## src/rtl/mac_rx_deframer.sv

```systemverilog
// rtl/mac_rx_deframer.sv - GMII receive deframer: preamble strip, DA filter, FCS check, AXI-RX byte stream
module mac_rx_deframer #(
    parameter logic [7:0] MAC_ADDRESS [0:5] = '{8'h02, 8'hDE, 8'hAD, 8'hBE, 8'hEF, 8'h01},
    parameter bit         PROMISCUOUS       = 1'b0
) (
    input  logic       clk,
    input  logic       reset,
    input  logic       gmii_rx_dv,
    input  logic       gmii_rx_er,
    input  logic [7:0] gmii_rxd,
    output logic       axi_rx_tvalid,
    output logic [7:0] axi_rx_tdata,
    output logic       axi_rx_tlast,
    output logic       axi_rx_tuser,
    output logic       rx_frame_good,
    output logic       rx_frame_bad
);

    typedef enum logic [2:0] {IDLE, PREAMBLE, HEADER, PAYLOAD, END, DROP} state_t;

    localparam logic [31:0] CRC_RESIDUE = 32'hDEBB20E3;

    state_t      state, state_next;
    logic        prev_dv;
    logic [2:0]  pre_cnt;
    logic [10:0] byte_cnt;
    logic [31:0] crc;
    logic        err, da_ucast, da_bcast;
    logic [7:0]  dl [0:4];

    logic dv_rise, start_frame, take_byte, push_out, emit_last;
    logic da_ucast_now, da_bcast_now, frame_bad;

    function automatic logic [31:0] crc32_byte(input logic [31:0] c, input logic [7:0] d);
        logic [31:0] r;
        r = c ^ {24'd0, d};
        for (int i = 0; i < 8; i++) begin
            r = r[0] ? ((r >> 1) ^ 32'hEDB88320) : (r >> 1);
        end
        return r;
    endfunction

    assign dv_rise      = gmii_rx_dv & ~prev_dv;
    assign da_ucast_now = da_ucast & (gmii_rxd == MAC_ADDRESS[byte_cnt[2:0]]);
    assign da_bcast_now = da_bcast & (gmii_rxd == 8'hFF);
    assign frame_bad    = (crc != CRC_RESIDUE) | err | (byte_cnt < 11'd64) | (byte_cnt > 11'd1518);

    always_ff @(posedge clk) begin
        if (reset) state <= IDLE;
        else       state <= state_next;
    end

    always_comb begin
        state_next  = state;
        start_frame = 1'b0;
        take_byte   = 1'b0;
        push_out    = 1'b0;
        emit_last   = 1'b0;
        case (state)
            // END behaves like IDLE so a frame starting right after tlast is caught
            IDLE, END: begin
                state_next = IDLE;
                if (gmii_rx_dv) state_next = (dv_rise && gmii_rxd == 8'h55) ? PREAMBLE : DROP;
            end
            PREAMBLE: begin
                if (!gmii_rx_dv) state_next = IDLE;
                else if (gmii_rxd == 8'hD5) begin
                    state_next  = HEADER;
                    start_frame = 1'b1;
                end else if (gmii_rxd != 8'h55 || pre_cnt == 3'd7) state_next = DROP;
            end
            HEADER: begin
                if (!gmii_rx_dv) state_next = IDLE;
                else begin
                    take_byte = 1'b1;
                    if (byte_cnt == 11'd5 && !(da_ucast_now || da_bcast_now || PROMISCUOUS))
                        state_next = DROP;
                    else if (byte_cnt == 11'd11)
                        state_next = PAYLOAD;
                end
            end
            PAYLOAD: begin
                if (!gmii_rx_dv) begin
                    state_next = END;
                    emit_last  = (byte_cnt >= 11'd17);
                end else begin
                    take_byte = 1'b1;
                    push_out  = (byte_cnt >= 11'd17);
                end
            end
            DROP: begin
                if (!gmii_rx_dv) state_next = IDLE;
            end
            default: state_next = IDLE;
        endcase
    end

    always_ff @(posedge clk) begin
        if (reset) begin
            // prev_dv starts high so a frame already in flight at reset release is dropped
            prev_dv       <= 1'b1;
            pre_cnt       <= 3'd0;
            byte_cnt      <= 11'd0;
            crc           <= 32'hFFFFFFFF;
            err           <= 1'b0;
            da_ucast      <= 1'b0;
            da_bcast      <= 1'b0;
            for (int i = 0; i < 5; i++) dl[i] <= 8'd0;
            axi_rx_tvalid <= 1'b0;
            axi_rx_tdata  <= 8'd0;
            axi_rx_tlast  <= 1'b0;
            axi_rx_tuser  <= 1'b0;
            rx_frame_good <= 1'b0;
            rx_frame_bad  <= 1'b0;
        end else begin
            prev_dv       <= gmii_rx_dv;
            axi_rx_tvalid <= 1'b0;
            axi_rx_tlast  <= 1'b0;
            axi_rx_tuser  <= 1'b0;
            rx_frame_good <= 1'b0;
            rx_frame_bad  <= 1'b0;

            if (state_next == PREAMBLE)
                pre_cnt <= (state == PREAMBLE) ? pre_cnt + 3'd1 : 3'd1;

            if (start_frame) begin
                crc      <= 32'hFFFFFFFF;
                byte_cnt <= 11'd0;
                err      <= 1'b0;
                da_ucast <= 1'b1;
                da_bcast <= 1'b1;
            end

            if (take_byte) begin
                crc      <= crc32_byte(crc, gmii_rxd);
                byte_cnt <= (byte_cnt == 11'h7FF) ? byte_cnt : byte_cnt + 11'd1;
                err      <= err | gmii_rx_er;
                if (byte_cnt < 11'd6) begin
                    da_ucast <= da_ucast_now;
                    da_bcast <= da_bcast_now;
                end
                if (state == PAYLOAD) begin
                    dl[0] <= gmii_rxd;
                    for (int i = 1; i < 5; i++) dl[i] <= dl[i-1];
                end
            end

            if (push_out || emit_last) begin
                axi_rx_tvalid <= 1'b1;
                axi_rx_tdata  <= dl[4];
            end

            if (emit_last) begin
                axi_rx_tlast  <= 1'b1;
                axi_rx_tuser  <= frame_bad;
                rx_frame_good <= ~frame_bad;
                rx_frame_bad  <= frame_bad;
            end
        end
    end

endmodule

```

## config.mk

```make
export PLATFORM = sky130hd
export DESIGN_NAME = mac_rx_deframer
export DESIGN_NICKNAME = d
export VERILOG_FILES = /design/src/rtl/mac_rx_deframer.sv
export SDC_FILE = /design/constraint.sdc
export NUM_CORES = 1
export LEC_CHECK = 0
export ABC_AREA = 1
export BUFFER_PORTS_ARGS = -buffer_cell sky130_fd_sc_hd__buf_2
export CORE_MARGIN = 2
export CORE_UTILIZATION = 40
export CTS_CLUSTER_SIZE = 30
export DETAILED_ROUTE_END_ITERATION = 8
export PLACE_DENSITY = 0.52
export SLEW_MARGIN = 40
export SYNTH_ARGS = -nofsm -noshare
export SYNTH_HDL_FRONTEND = slang
export SYNTH_SLANG_ARGS = --single-unit
```

## constraint.sdc

```tcl
create_clock -name clk -period 4.9 [get_ports clk]
set_input_delay 0.98 -clock clk [delete_from_list [all_inputs] [get_ports clk]]
set_output_delay 0.98 -clock clk [all_outputs]
set_load 0.02 [all_outputs]
```

# == Word-level counts from Yosys, hierarchy flattened ==
# Memory sizes are Yosys's and may differ from the RTL's. A register that Yosys moved wholly into a read port is not among the register bits.
# Index checks and enable logic that the tools add are counted.
# classes
add_sub_neg,2
n_mul,0
div,0
n_lt_le_gt_ge,5
n_eq_ne,17
n_shift,0
n_mux,57
bitwise,25
reduce_logical,12
# ops
cell,n
2-to-1 mux 32 bit,10
inverter 13 -> 14 bit,8
2-to-1 mux 8 bit,7
2-to-1 mux 11 bit,3
2-to-1 mux 3 bit,11
!= test 32 bit (second input constant),1
XOR 32 x 8 -> 32 bit,1
2-to-1 mux 1 bit,25
equality test 8 bit (second input constant),2
one-hot mux 3 bit (5 select lines),1
adder 11 x 1 -> 11 bit (second input constant),1
equality test 11 bit (second input constant),1
equality test 11 x 3 -> 1 bit (second input constant),1
equality test 11 x 4 -> 1 bit (second input constant),1
greater-or-equal comparator 11 x 5 -> 1 bit (second input constant),1
greater-than comparator 11 bit (second input constant),1
< comparator 11 x 3 -> 1 bit (second input constant),1
< comparator 11 x 7 -> 1 bit (second input constant),1
equality test 3 bit (second input constant),3
OR 1 bit,9
equality test 8 x 7 -> 1 bit (second input constant),1
equality test 8 bit,1
!= test 8 x 7 -> 1 bit (second input constant),1
equality test 3 x 1 -> 1 bit (second input constant),2
14 further kinds,24
# totals
register_bits,57
latch_bits,0
ramBits,40
rom_bits,64
input_bits,12
out_inout_bits,13
n_memories,2
# memory_table
memory,words,word_bits,rd,rd_clocked_by_memory_dff,wr,line_no,source
(no name shown),8,8,1,0,0,44,assign da_ucast_now = da_ucast & (gmii_rxd == MAC_ADDRESS[byte_cnt[2:0]]);
dl,5,8,5,1,5,29,logic [7:0] dl [0:4];

# == Logic depth before layout (Yosys ltp) ==
# Gate-level depths: netlist of the first run.
# depth
word_depth,18
ltp_mapped,18
depth_no_buf,18

# == Worst setup path before layout of the first run ==
# No wires, ideal clock.
# synth_timing
kind,in2reg
start,input port gmii_rx_dv
end,memory dl[0][0] (enable)
setup_time_ns,0.493
arrival_time_ns,3.930
required_time_ns,4.407
path_slack_ns,0.478
path_stages,2
n_path_buf,0
cell_sequence,nand2_1 -> o21ai_0
# synth_lines
item,line_no,source
from (decl),8,"input logic gmii_rx_dv,"
to (decl),29,

# == Final worst setup path of the first run ==
# layout_timing
start,input port gmii_rx_dv
end,register crc[22]
# layout_between
elab_chain_cells,3
elab_cells_between_ends,6
cone_classes,mux: 5; reduce/logical: 1
# layout_rtl
item,line_no,source
"2-to-1 mux 1 bit, on equally long branches","73, 83, 66",
"2-to-1 mux 1 bit, on equally long branches",-,
2-to-1 mux 32 bit / nonzero test 2 bit (equally long branches),-,
to (signal assigned),135,"crc <= crc32_byte(crc, gmii_rxd);"
to (decl),27,logic [31:0] crc;
# Several ways; a longest one is shown, not always the timed one.
# A chain may end at the register's enable or synchronous reset.

==> results of run 1 <==
==> worst register-to-register path, delay by kind of cell, from the launching register on <==
kind                   cells  cell delay (ns)
buffers and inverters      3             1.03
AND/OR/NAND/NOR            3             0.71
flip-flops                 1             0.44
AO/OA/AOI/OAI              2             0.34
==> power by group through the flow <==
stage	Clock (mW)	Combinational, mW	Sequential [mW]
finish	0.744	0.159	0.921
global route	0.797	0.177	0.922
CTS	0.760	0.158	0.921
detailed placement	0	0.157	0.941
global placement	0	0.156	0.941
floorplan	0	0.115	0.941
==> synthesized netlist by cell type, drive strengths merged, types with 9 or more instances <==
| library cell | n | area [µm²] |
|---|---|---|
| a21oi | 25 | 125 |
| buf | 9 | 52.6 |
| clkbuf | 12 | 45.0 |
| dfxtp | 65 | 1300 |
| edfxtp | 40 | 1200 |
| inv | 106 | 398 |
| nand2 | 139 | 547 |
| nand3 | 39 | 200 |
| nand4 | 9 | 56.3 |
| nor2 | 112 | 423 |
| o211ai | 15 | 113 |
| o21ai | 47 | 235 |
| xnor2 | 15 | 184 |
| xor2 | 31 | 305 |
==> metrics by stage <==
stage	setup slack [ns]	util, %	cells
floorplan	0.478	-	714
global placement	1.74	42.7	903
detailed placement	1.65	42.7	903
global route	1.78	45.0	919
finish	1.99	45.0	919
CTS	2.00	45.0	919
==> sequential cells by signal (all words and copies together), names as in the netlist <==
signal and cells:
dl 40, byte_cnt 11, rx_frame_good 1, prev_dv 1, pre_cnt 3, axi_rx_tlast 1
err 1, axi_rx_tdata 8, da_ucast 1, state 3, da_bcast 1, axi_rx_tvalid 1
rx_frame_bad 1, crc 32
==> layer usage <==
layer / part of all wire (%) / vias to the layer above / GRT usage, %
met4: 2.6 / 0 / 7.54
met2: 47 / 106 / 31.8
met5: 0 / - / 0
met1: 47 / 2172 / 25.9
met3: 3.8 / 25 / 2.76
li1: - / 2340 / -
==> cell families (layout without fill, tap and decap cells) <==
logic type | after synthesis | after routing | share of synthesized area (%)
fa+ha+maj | 7 | 7 | 1.58
flops | 105 | 105 | 45.1
simple gates | 325 | 325 | 25.0
xor+xnor | 46 | 46 | 8.81
buf+inv | 129 | 154 | 9.06
compound gates | 102 | 102 | 10.5
==> path summary, 6_finish.rpt <==
| path | start | slack [ns] | depth (start not counted) | endpoint |
|---|---|---|---|---|
| min | err | 0.48 | 2 | err |
| min reg2reg | err | 0.48 | 2 | err |
| max | gmii_rx_dv | 1.99 | 9 | crc[22] |
| max reg2reg | state[1] | 2.27 | 8 | crc[22] |
==> final cells by class <==
| class | count | share of cell area [%] |
|---|---|---|
| Multi-Input combinational cell | 480 | 41.6 |
| Clock buffer | 10 | 4.06 |
| Timing Repair Buffer | 30 | 2.68 |
| Tap cell | 180 | 3.65 |
| Inverter | 108 | 6.57 |
| Clock inverter | 6 | 0.893 |
| Sequential cell | 105 | 40.6 |
==> out/results.ini, run 1 <==
[run_status]
run_status = finished, final reports clean

[pwr]
power_density_nw_per_um2 = 296
cellInternalPower_mw = 1.35
share_seq_of_total_power_pct = 50.5
power.share.combinational_pct = 8.7
switching_power_as_a_share_of_total_power_pct = 25.7
power_mw = 1.82
clkPwrFrac_pct = 40.8
ir_drop_uv = 144
p_leak_nw = 2.79
power.net_switching_mw = 0.469

[clock_network]
cts_sinks = 105
htree_num_levels = 3
cts_tree = done
clk_pin_slew_ns = 0.07
number_of_hold_buffers_added_after_cts = 0
cts_inserted_buffers = 9
clock-root-buffer = sky130_fd_sc_hd__clkbuf_16
cts_post_setup_buffers_inserted = 0
cts_resized = 0
clkLatencyLatePin_ns = 0.36
maximum_clock_path_buffer_count = 2

[setup_path]
critPathCaptureType = flip-flop
critical_path.slowest_cell = sky130_fd_sc_hd__nand2_1
worst-setup-path-type = primary input to flip-flop
critical_path.max_stage_delay_ns = 0.42
number_of_buffer_and_inverter_stages_on_the_critical_path = 4
setup.worst_path.start_class = primary input
crit_family = buffers and inverters
required_ns = 5.14
critical_path.cell_chain = buf_2, nand2_1, nor2_2, buf_4, clkinv_1, nand2_1, buf_4, o21ai_0, o21bai_2
critical_path_arrival_ns = 3.15
critPathMaxFanout = 36

[timing]
grt_setup_unrepaired = false
report.final.setup_viol = 0
totalNegativeSetupSlack_ns = 0
layout_min_cycle_time_ns = 2.91
fmaxAchievable_mhz = 344
maxSlewHeadroom_pct = 47.7
hold_viol = 0
worst_slew_pin_slew_ns = 0.782
timing_max_transition_violations_final = 0
skew_ns = 0.00903
fin_crit_sh_pct = 59.4
fin_worst_hold_slack_ns = 0.475

[final_layout]
net_total_in_the_final_layout = 753
area_growth_from_synthesis_to_final_layout_pct = 11.1
most-common-layout-cells = 131 x sky130_fd_sc_hd__nand2_1, 111 x sky130_fd_sc_hd__nor2_1, 100 x sky130_fd_sc_hd__inv_1
footprint_of_the_multi_input_gates_um2 = 2560
layout_fillers = 1388
mostFrequentLayoutCell = sky130_fd_sc_hd__nand2_1
stdcell_area_um2 = 6170
area_occupied_by_registers_um2 = 2500
count_of_antenna_diodes_in_the_layout = 0
drive_gt1_share_pct = 10.1

[route]
avgViaCountPerCell = 5.05
drt_first_pass_iters = 7
postRouteAntennaNets = 0
drc_marker_count_from_the_first_detailed_route_iteration = 385
wirelength_mm = 13.7
drt_drc_violations_left = 0
num_vias = 4643
routed_wire_length_per_instance_um = 14.9

[floorplan]
floorplan.die.height_um = 122
dieWidth_um = 122
io_pins = 25
design.die.area_um2 = 14800
placementRows = 43
initial_utilization_pct = 40.5
fp.coreArea_um2 = 13700

[logic_synthesis]
synth.lib_cells_used.distinct = 42
synth.net_count = 733
netlist_area_um2 = 5550
syn_inst = 714
seq_area_frac_synth_pct = 45.1
post_synth.cell_area_avg_um2 = 7.78
synth-edff-count = 40
yosys_reg_bits = 105
syn_warnings = 0
synth_ff_type = sky130_fd_sc_hd__dfxtp_1
asyncSetResetFlopFracSynth_pct = 0

[flow_run]
cap_violations = 0

[placement]
placed_cell_area_um2 = 5860
place_hpwl_mm = 9.85
buffer_ports.inserted = 24
routabilityCongestion = 0.884

[grt]
groute.usage.overall_pct = 19.4
grt-ovfl-total = 0
vias_in_the_first_global_route = 4307
grt_max_degree = 41
wire_length_of_the_first_global_routing_pass_mm = 22.1
initial_antenna_violation_count = 0

[hold_path]
hold_path_class = flip-flop to flip-flop

(Power assumes the default switching activity.)
==> inputs of run 2 (changes only) <==
==> constraint.sdc (replaced) <==
create_clock -name clk -period 2.93 [get_ports clk]
set_input_delay 0.586 -clock clk [delete_from_list [all_inputs] [get_ports clk]]
set_output_delay 0.586 -clock clk [all_outputs]
set_load 0.02 [all_outputs]
==> out/results.ini, run 2 (same netlist as run 1, synthesis figures left out) <==
[final_layout]
stdcell_area_um2 = 6200  ; was 6170 µm²
most-common-layout-cells = 131 x sky130_fd_sc_hd__nand2_1, 111 x sky130_fd_sc_hd__nor2_1, 100 x sky130_fd_sc_hd__inv_1  ; unchanged
mostFrequentLayoutCell = sky130_fd_sc_hd__nand2_1  ; unchanged
net_total_in_the_final_layout = 756  ; was 753
instances_no_fill = 922  ; was 919
leading_registers_by_flop_count = dl (40), crc (32), byte_cnt (11)  ; unchanged
drive_gt1_share_pct = 10.2  ; was 10.1%
layout.core_utilization_pct = 45.2  ; was 45.0%
area_growth_from_synthesis_to_final_layout_pct = 11.6  ; was 11.1%
count_of_antenna_diodes_in_the_layout = 0  ; unchanged
max_reg_flops = 40  ; unchanged
largest-register = dl  ; unchanged

[setup_path]
critical_path_arrival_ns = 2.60  ; was 3.15 ns
critPathCaptureType = flip-flop  ; unchanged
required_ns = 3.17  ; was 5.14 ns
worst-setup-path-type = flip-flop to flip-flop  ; was primary input to flip-flop
critical_path.slowest_cell = sky130_fd_sc_hd__dfxtp_1  ; was sky130_fd_sc_hd__nand2_1
critical_path.max_stage_delay_ns = 0.37  ; was 0.42 ns
critPathMaxFanout = 12  ; was 36
critical_path.cell_chain = buf_4, ha_1, inv_1, nor2_1, nand2_1, nor2_1, nand2_1, o21ai_1, nand2_1, nand3_1, nor2_1, o21ai_0, a21oi_1  ; was buf_2, nand2_1, nor2_2, buf_4, clkinv_1, nand2_1, buf_4, o21ai_0, o21bai_2
setup.worst_path.start_class = flip-flop  ; was primary input

[grt]
initial_antenna_violation_count = 0  ; unchanged
vias_in_the_first_global_route = 4319  ; was 4307
grt-ovfl-total = 0  ; unchanged
grt_max_degree = 50  ; was 41
wire_length_of_the_first_global_routing_pass_mm = 21.9  ; was 22.1 mm
groute.usage.overall_pct = 19.2  ; was 19.4%

[clock_network]
htree_num_levels = 3  ; unchanged
cts_sinks = 105  ; unchanged
maximum_clock_path_buffer_count = 2  ; unchanged
clock-root-buffer = sky130_fd_sc_hd__clkbuf_16  ; unchanged
clk_pin_slew_ns = 0.07  ; about the same
clkLatencyLatePin_ns = 0.36  ; about the same
cts_post_setup_buffers_inserted = 0  ; unchanged
number_of_hold_buffers_added_after_cts = 0  ; unchanged
cts_inserted_buffers = 9  ; unchanged
cts_tree = done  ; unchanged
cts_resized = 0  ; unchanged

[route]
num_vias = 4554  ; was 4643
routed_wire_length_per_instance_um = 14.7  ; was 14.9 µm
avgViaCountPerCell = 4.94  ; was 5.05
drt_drc_violations_left = 0  ; unchanged
drc_marker_count_from_the_first_detailed_route_iteration = 316  ; was 385
postRouteAntennaNets = 0  ; unchanged
wirelength_mm = 13.5  ; was 13.7 mm
drt_first_pass_iters = 5  ; was 7

[pwr]
power_density_nw_per_um2 = 494  ; was 296 nW/µm²
clkPwrFrac_pct = 41.1  ; was 40.8%
power.share.combinational_pct = 8.6  ; was 8.7%
share_seq_of_total_power_pct = 50.3  ; was 50.5%
cellInternalPower_mw = 2.31  ; was 1.35 mW
power_mw = 3.06  ; was 1.82 mW
ir_drop_uv = 304  ; was 144 µV
p_leak_nw = 2.80  ; was 2.79 nW
power.net_switching_mw = 0.750  ; was 0.469 mW
switching_power_as_a_share_of_total_power_pct = 24.5  ; was 25.7%

[floorplan]
io_pins = 25  ; unchanged
design.die.area_um2 = 14800  ; unchanged
initial_utilization_pct = 40.5  ; unchanged
placementRows = 43  ; unchanged
dieWidth_um = 122  ; unchanged
floorplan.die.height_um = 122  ; unchanged
fp.coreArea_um2 = 13700  ; unchanged

[placement]
routabilityCongestion = 0.823  ; was 0.884
placed_cell_area_um2 = 5890  ; was 5860 µm²
detailedPlace.worstSlack_ns = 0.353  ; was 1.65 ns
place_inst = 906  ; was 903
place_hpwl_mm = 9.81  ; was 9.85 mm
buffer_ports.inserted = 24  ; unchanged

[timing]
fin_crit_sh_pct = 80.5
totalNegativeSetupSlack_ns = 0  ; unchanged
final_critical_path_setup_slack_ns = 0.572  ; was 1.99 ns
worst_slew_pin_slew_ns = 0.580  ; was 0.782 ns
skew_ns = 0.00614  ; was 0.00903 ns
layout_min_cycle_time_ns = 2.36
fmaxAchievable_mhz = 424
fin_worst_hold_slack_ns = 0.479  ; was 0.475 ns
grt_setup_unrepaired = false  ; unchanged
hold_viol = 0  ; unchanged
report.final.setup_viol = 0  ; unchanged
maxSlewHeadroom_pct = 61.2  ; was 47.7%
timing_max_transition_violations_final = 0  ; unchanged

[flow_run]
cap_violations = 0  ; unchanged

[run_status]
run_status = finished, final reports clean  ; unchanged

[hold_path]
hold_path_class = flip-flop to flip-flop  ; unchanged

-- run 2: area by class of cell --
type                       count  area, µm²
clock buffer                  11        243
clock inverter                 5       63.8
fill                        1416       7520
inverter                     108        405
multi-input combinational    480       2560
sequential                   105       2500
tap                          180        225
timing repair buffer          33        200
-- run 2: critical path, delay by kind of cell (launching register included) --
kind / cells / cell delay, ns
compound gates: 3 / 0.41
fa+ha+maj: 1 / 0.17
buf+inv: 2 / 0.22
flops: 1 / 0.37
simple gates: 7 / 1.06
-- run 2: layer usage --
metal  wire, µm  part of all wire, %  global-route usage (%)
met4        261                  1.9                    7.11
met3        477                  3.5                    2.67
met2       6530                   48                    33.2
met5          0                    0                       0
met1       6260                   46                    24.3
-- run 2: worst paths after layout --
path | from | to | slack (ns) | depth (start not counted)
max reg2reg | byte_cnt[0] | byte_cnt[7] | 0.57 | 13
max | byte_cnt[0] | byte_cnt[7] | 0.57 | 13
min reg2reg | dl[4][1] | axi_rx_tdata[1] | 0.48 | 2
min | dl[4][1] | axi_rx_tdata[1] | 0.48 | 2
-- run 2: power groups by stage --
stage	sequential (mW)	combinational [mW]	clock [mW]
finish	1.54	0.264	1.26
global placement	1.57	0.261	0
global route	1.54	0.293	1.34
CTS	1.54	0.264	1.29
detailed placement	1.57	0.262	0
floorplan	1.57	0.192	0
==> inputs of run 3 (changes only) <==
--- a/config.mk
+++ b/config.mk
@@ -11,7 +11,7 @@
 export CORE_UTILIZATION = 40
 export CTS_CLUSTER_SIZE = 30
 export DETAILED_ROUTE_END_ITERATION = 8
-export PLACE_DENSITY = 0.52
+export PLACE_DENSITY = 0.54
 export SLEW_MARGIN = 40
 export SYNTH_ARGS = -nofsm -noshare
 export SYNTH_HDL_FRONTEND = slang
==> constraint.sdc (replaced) <==
create_clock -name clk -period 2 [get_ports clk]
set_input_delay 0.4 -clock clk [delete_from_list [all_inputs] [get_ports clk]]
set_output_delay 0.4 -clock clk [all_outputs]
set_load 0.02 [all_outputs]
==> out/results.ini, run 3 (same netlist as run 1, synthesis figures left out) <==
[pwr]
power_mw = 4.47  ; was 3.06 mW
p_leak_nw = 3.19  ; was 2.80 nW
power_density_nw_per_um2 = 644  ; was 494 nW/µm²
ir_drop_uv = 363  ; was 304 µV

[floorplan]
floorplan.die.height_um = 122  ; unchanged
fp.coreArea_um2 = 13700  ; unchanged
placementRows = 43  ; unchanged
design.die.area_um2 = 14800  ; unchanged
io_pins = 25  ; unchanged
dieWidth_um = 122  ; unchanged
initial_utilization_pct = 40.5  ; unchanged

[setup_path]
worst-setup-path-type = flip-flop to flip-flop  ; unchanged
setup.worst_path.start_class = flip-flop  ; unchanged
register_to_register_path_setup_slack_ns = 0.09  ; was 0.57 ns
critical_path_arrival_ns = 2.17  ; was 2.60 ns
required_ns = 2.26  ; was 3.17 ns
critPathCaptureType = flip-flop  ; unchanged
critPathMaxFanout = 5  ; was 12

[final_layout]
layout_fillers = 1349  ; was 1416
largest-register = dl  ; unchanged
net_total_in_the_final_layout = 831  ; was 756
area_growth_from_synthesis_to_final_layout_pct = 25.0  ; was 11.6%
drive_gt1_share_pct = 23.3  ; was 10.2%
stdcell_area_um2 = 6940  ; was 6200 µm²
count_of_antenna_diodes_in_the_layout = 0  ; unchanged
most-common-layout-cells = 119 x sky130_fd_sc_hd__nand2_1, 104 x sky130_fd_sc_hd__nor2_1, 97 x sky130_fd_sc_hd__inv_1  ; was 131 x sky130_fd_sc_hd__nand2_1, 111 x sky130_fd_sc_hd__nor2_1, 100 x sky130_fd_sc_hd__inv_1
leading_registers_by_flop_count = dl (40), crc (32), byte_cnt (11)  ; unchanged
footprint_of_the_multi_input_gates_um2 = 2710  ; was 2560 µm²
area_occupied_by_registers_um2 = 2510  ; was 2500 µm²
mostFrequentLayoutCell = sky130_fd_sc_hd__nand2_1  ; unchanged
max_reg_flops = 40  ; unchanged

[timing]
layout_min_cycle_time_ns = 1.91  ; was 2.36 ns
skew_ns = 0.00573  ; was 0.00614 ns
fmaxAchievable_mhz = 523  ; was 424 MHz
report.final.setup_viol = 0  ; unchanged
timing_max_transition_violations_final = 0  ; unchanged
grt_setup_unrepaired = true  ; was false
totalNegativeSetupSlack_ns = 0  ; unchanged
worst_slew_pin_slew_ns = 0.648  ; was 0.580 ns
hold_viol = 0  ; unchanged
maxSlewHeadroom_pct = 56.4  ; was 61.2%
fin_crit_sh_pct = 95.6  ; was 80.5%

[run_status]
run_status = finished, final reports clean  ; unchanged

[grt]
wire_length_of_the_first_global_routing_pass_mm = 23.2  ; was 21.9 mm
groute.usage.overall_pct = 20.4  ; was 19.2%
vias_in_the_first_global_route = 4712  ; was 4319
initial_antenna_violation_count = 0  ; unchanged
grt-ovfl-total = 0  ; unchanged
grt_max_degree = 43  ; was 50

[clock_network]
cts_inserted_buffers = 9  ; unchanged
clkLatencyLatePin_ns = 0.36  ; about the same
number_of_hold_buffers_added_after_cts = 0  ; unchanged
clock-root-buffer = sky130_fd_sc_hd__clkbuf_16  ; unchanged
cts_sinks = 105  ; unchanged
cts_post_setup_buffers_inserted = 0  ; unchanged
cts_tree = done  ; unchanged
maximum_clock_path_buffer_count = 2  ; unchanged
htree_num_levels = 3  ; unchanged
clk_pin_slew_ns = 0.07  ; about the same

[route]
postRouteAntennaNets = 0  ; unchanged
routed_wire_length_per_instance_um = 14.4  ; was 14.7 µm
avgViaCountPerCell = 4.90  ; was 4.94
drc_marker_count_from_the_first_detailed_route_iteration = 308  ; was 316
num_vias = 4883  ; was 4554
drt_drc_violations_left = 0  ; unchanged
drt_first_pass_iters = 4  ; was 5
wirelength_mm = 14.4  ; was 13.5 mm

[placement]
routabilityCongestion = 0.913  ; was 0.823
place_hpwl_mm = 10.6  ; was 9.81 mm
buffer_ports.inserted = 24  ; unchanged
placed_cell_area_um2 = 6500  ; was 5890 µm²

[flow_run]
cap_violations = 0  ; unchanged

[hold_path]
hold_path_class = primary input to flip-flop  ; was flip-flop to flip-flop

## run 3: changes by cell type in the layout (fill, tap and decap cells not counted), sizes merged
cell	before	now
inv	107	110
clkinv	4	5
clkbuf	11	9
clkinvlp	1	0
bufinv	1	0
buf	33	108
## run 3: worst max-delay path, stage by stage, from the launching register on
cell and delay (ns):
sky130_fd_sc_hd__dfxtp_2 0.43, sky130_fd_sc_hd__inv_2 0.05, sky130_fd_sc_hd__nand2_1 0.07, sky130_fd_sc_hd__nand2_2 0.12, sky130_fd_sc_hd__buf_4 0.17, sky130_fd_sc_hd__xnor2_2 0.29, sky130_fd_sc_hd__xor2_1 0.13, sky130_fd_sc_hd__xnor2_1 0.33
sky130_fd_sc_hd__nand2_1 0.09, sky130_fd_sc_hd__nand3_1 0.09, sky130_fd_sc_hd__nand2_1 0.05
## run 3: layer usage
metal  wire length (µm)  global-route usage (%)
met5                  0                       0
met1               6480                    25.9
met4                403                    8.98
met2               7000                    33.7
met3                495                    3.93
## run 3: layout make-up
cell class | instances | area share (%)
clock buffer | 9 | 3.25
clock inverter | 7 | 0.848
inverter | 108 | 5.84
multi-input combinational | 480 | 39.0
sequential | 105 | 36.2
tap | 180 | 3.25
timing repair buffer | 108 | 11.6
## run 3: per-stage QoR
step | utilization [%] | hold WS [ns] | setup WS [ns] | std cells
after floorplan | - | 0.432 | 0.0539 | 714
after global placement | 47.4 | 0.456 | -0.127 | 982
after detailed placement | 47.4 | 0.461 | -0.186 | 982
after CTS | 49.6 | 0.285 | 0.00129 | 998
after global routing | 50.6 | 0.330 | -0.0699 | 997
final | 50.6 | 0.291 | 0.0875 | 997
## run 3: power breakdown
part	switching [mW]	internal (mW)
combinational	0.289	0.207
sequential	0.0119	2.24
clock	0.855	0.868
## run 3: repair_timing
action | in CTS | in global routing
endpoints found under the setup margin | 17 | 31
gates resized for setup | 8 | 40
pin swaps | 0 | 10
## run 3: worst paths after layout
| check | from | endpoint | cells past startpoint |
|---|---|---|---|
| setup / recovery | crc[0] | crc[23] | 10 |
| hold / removal | gmii_rx_er | err | 3 |
| hold reg to reg | err | err | 2 |
| setup reg to reg | crc[0] | crc[23] | 10 |
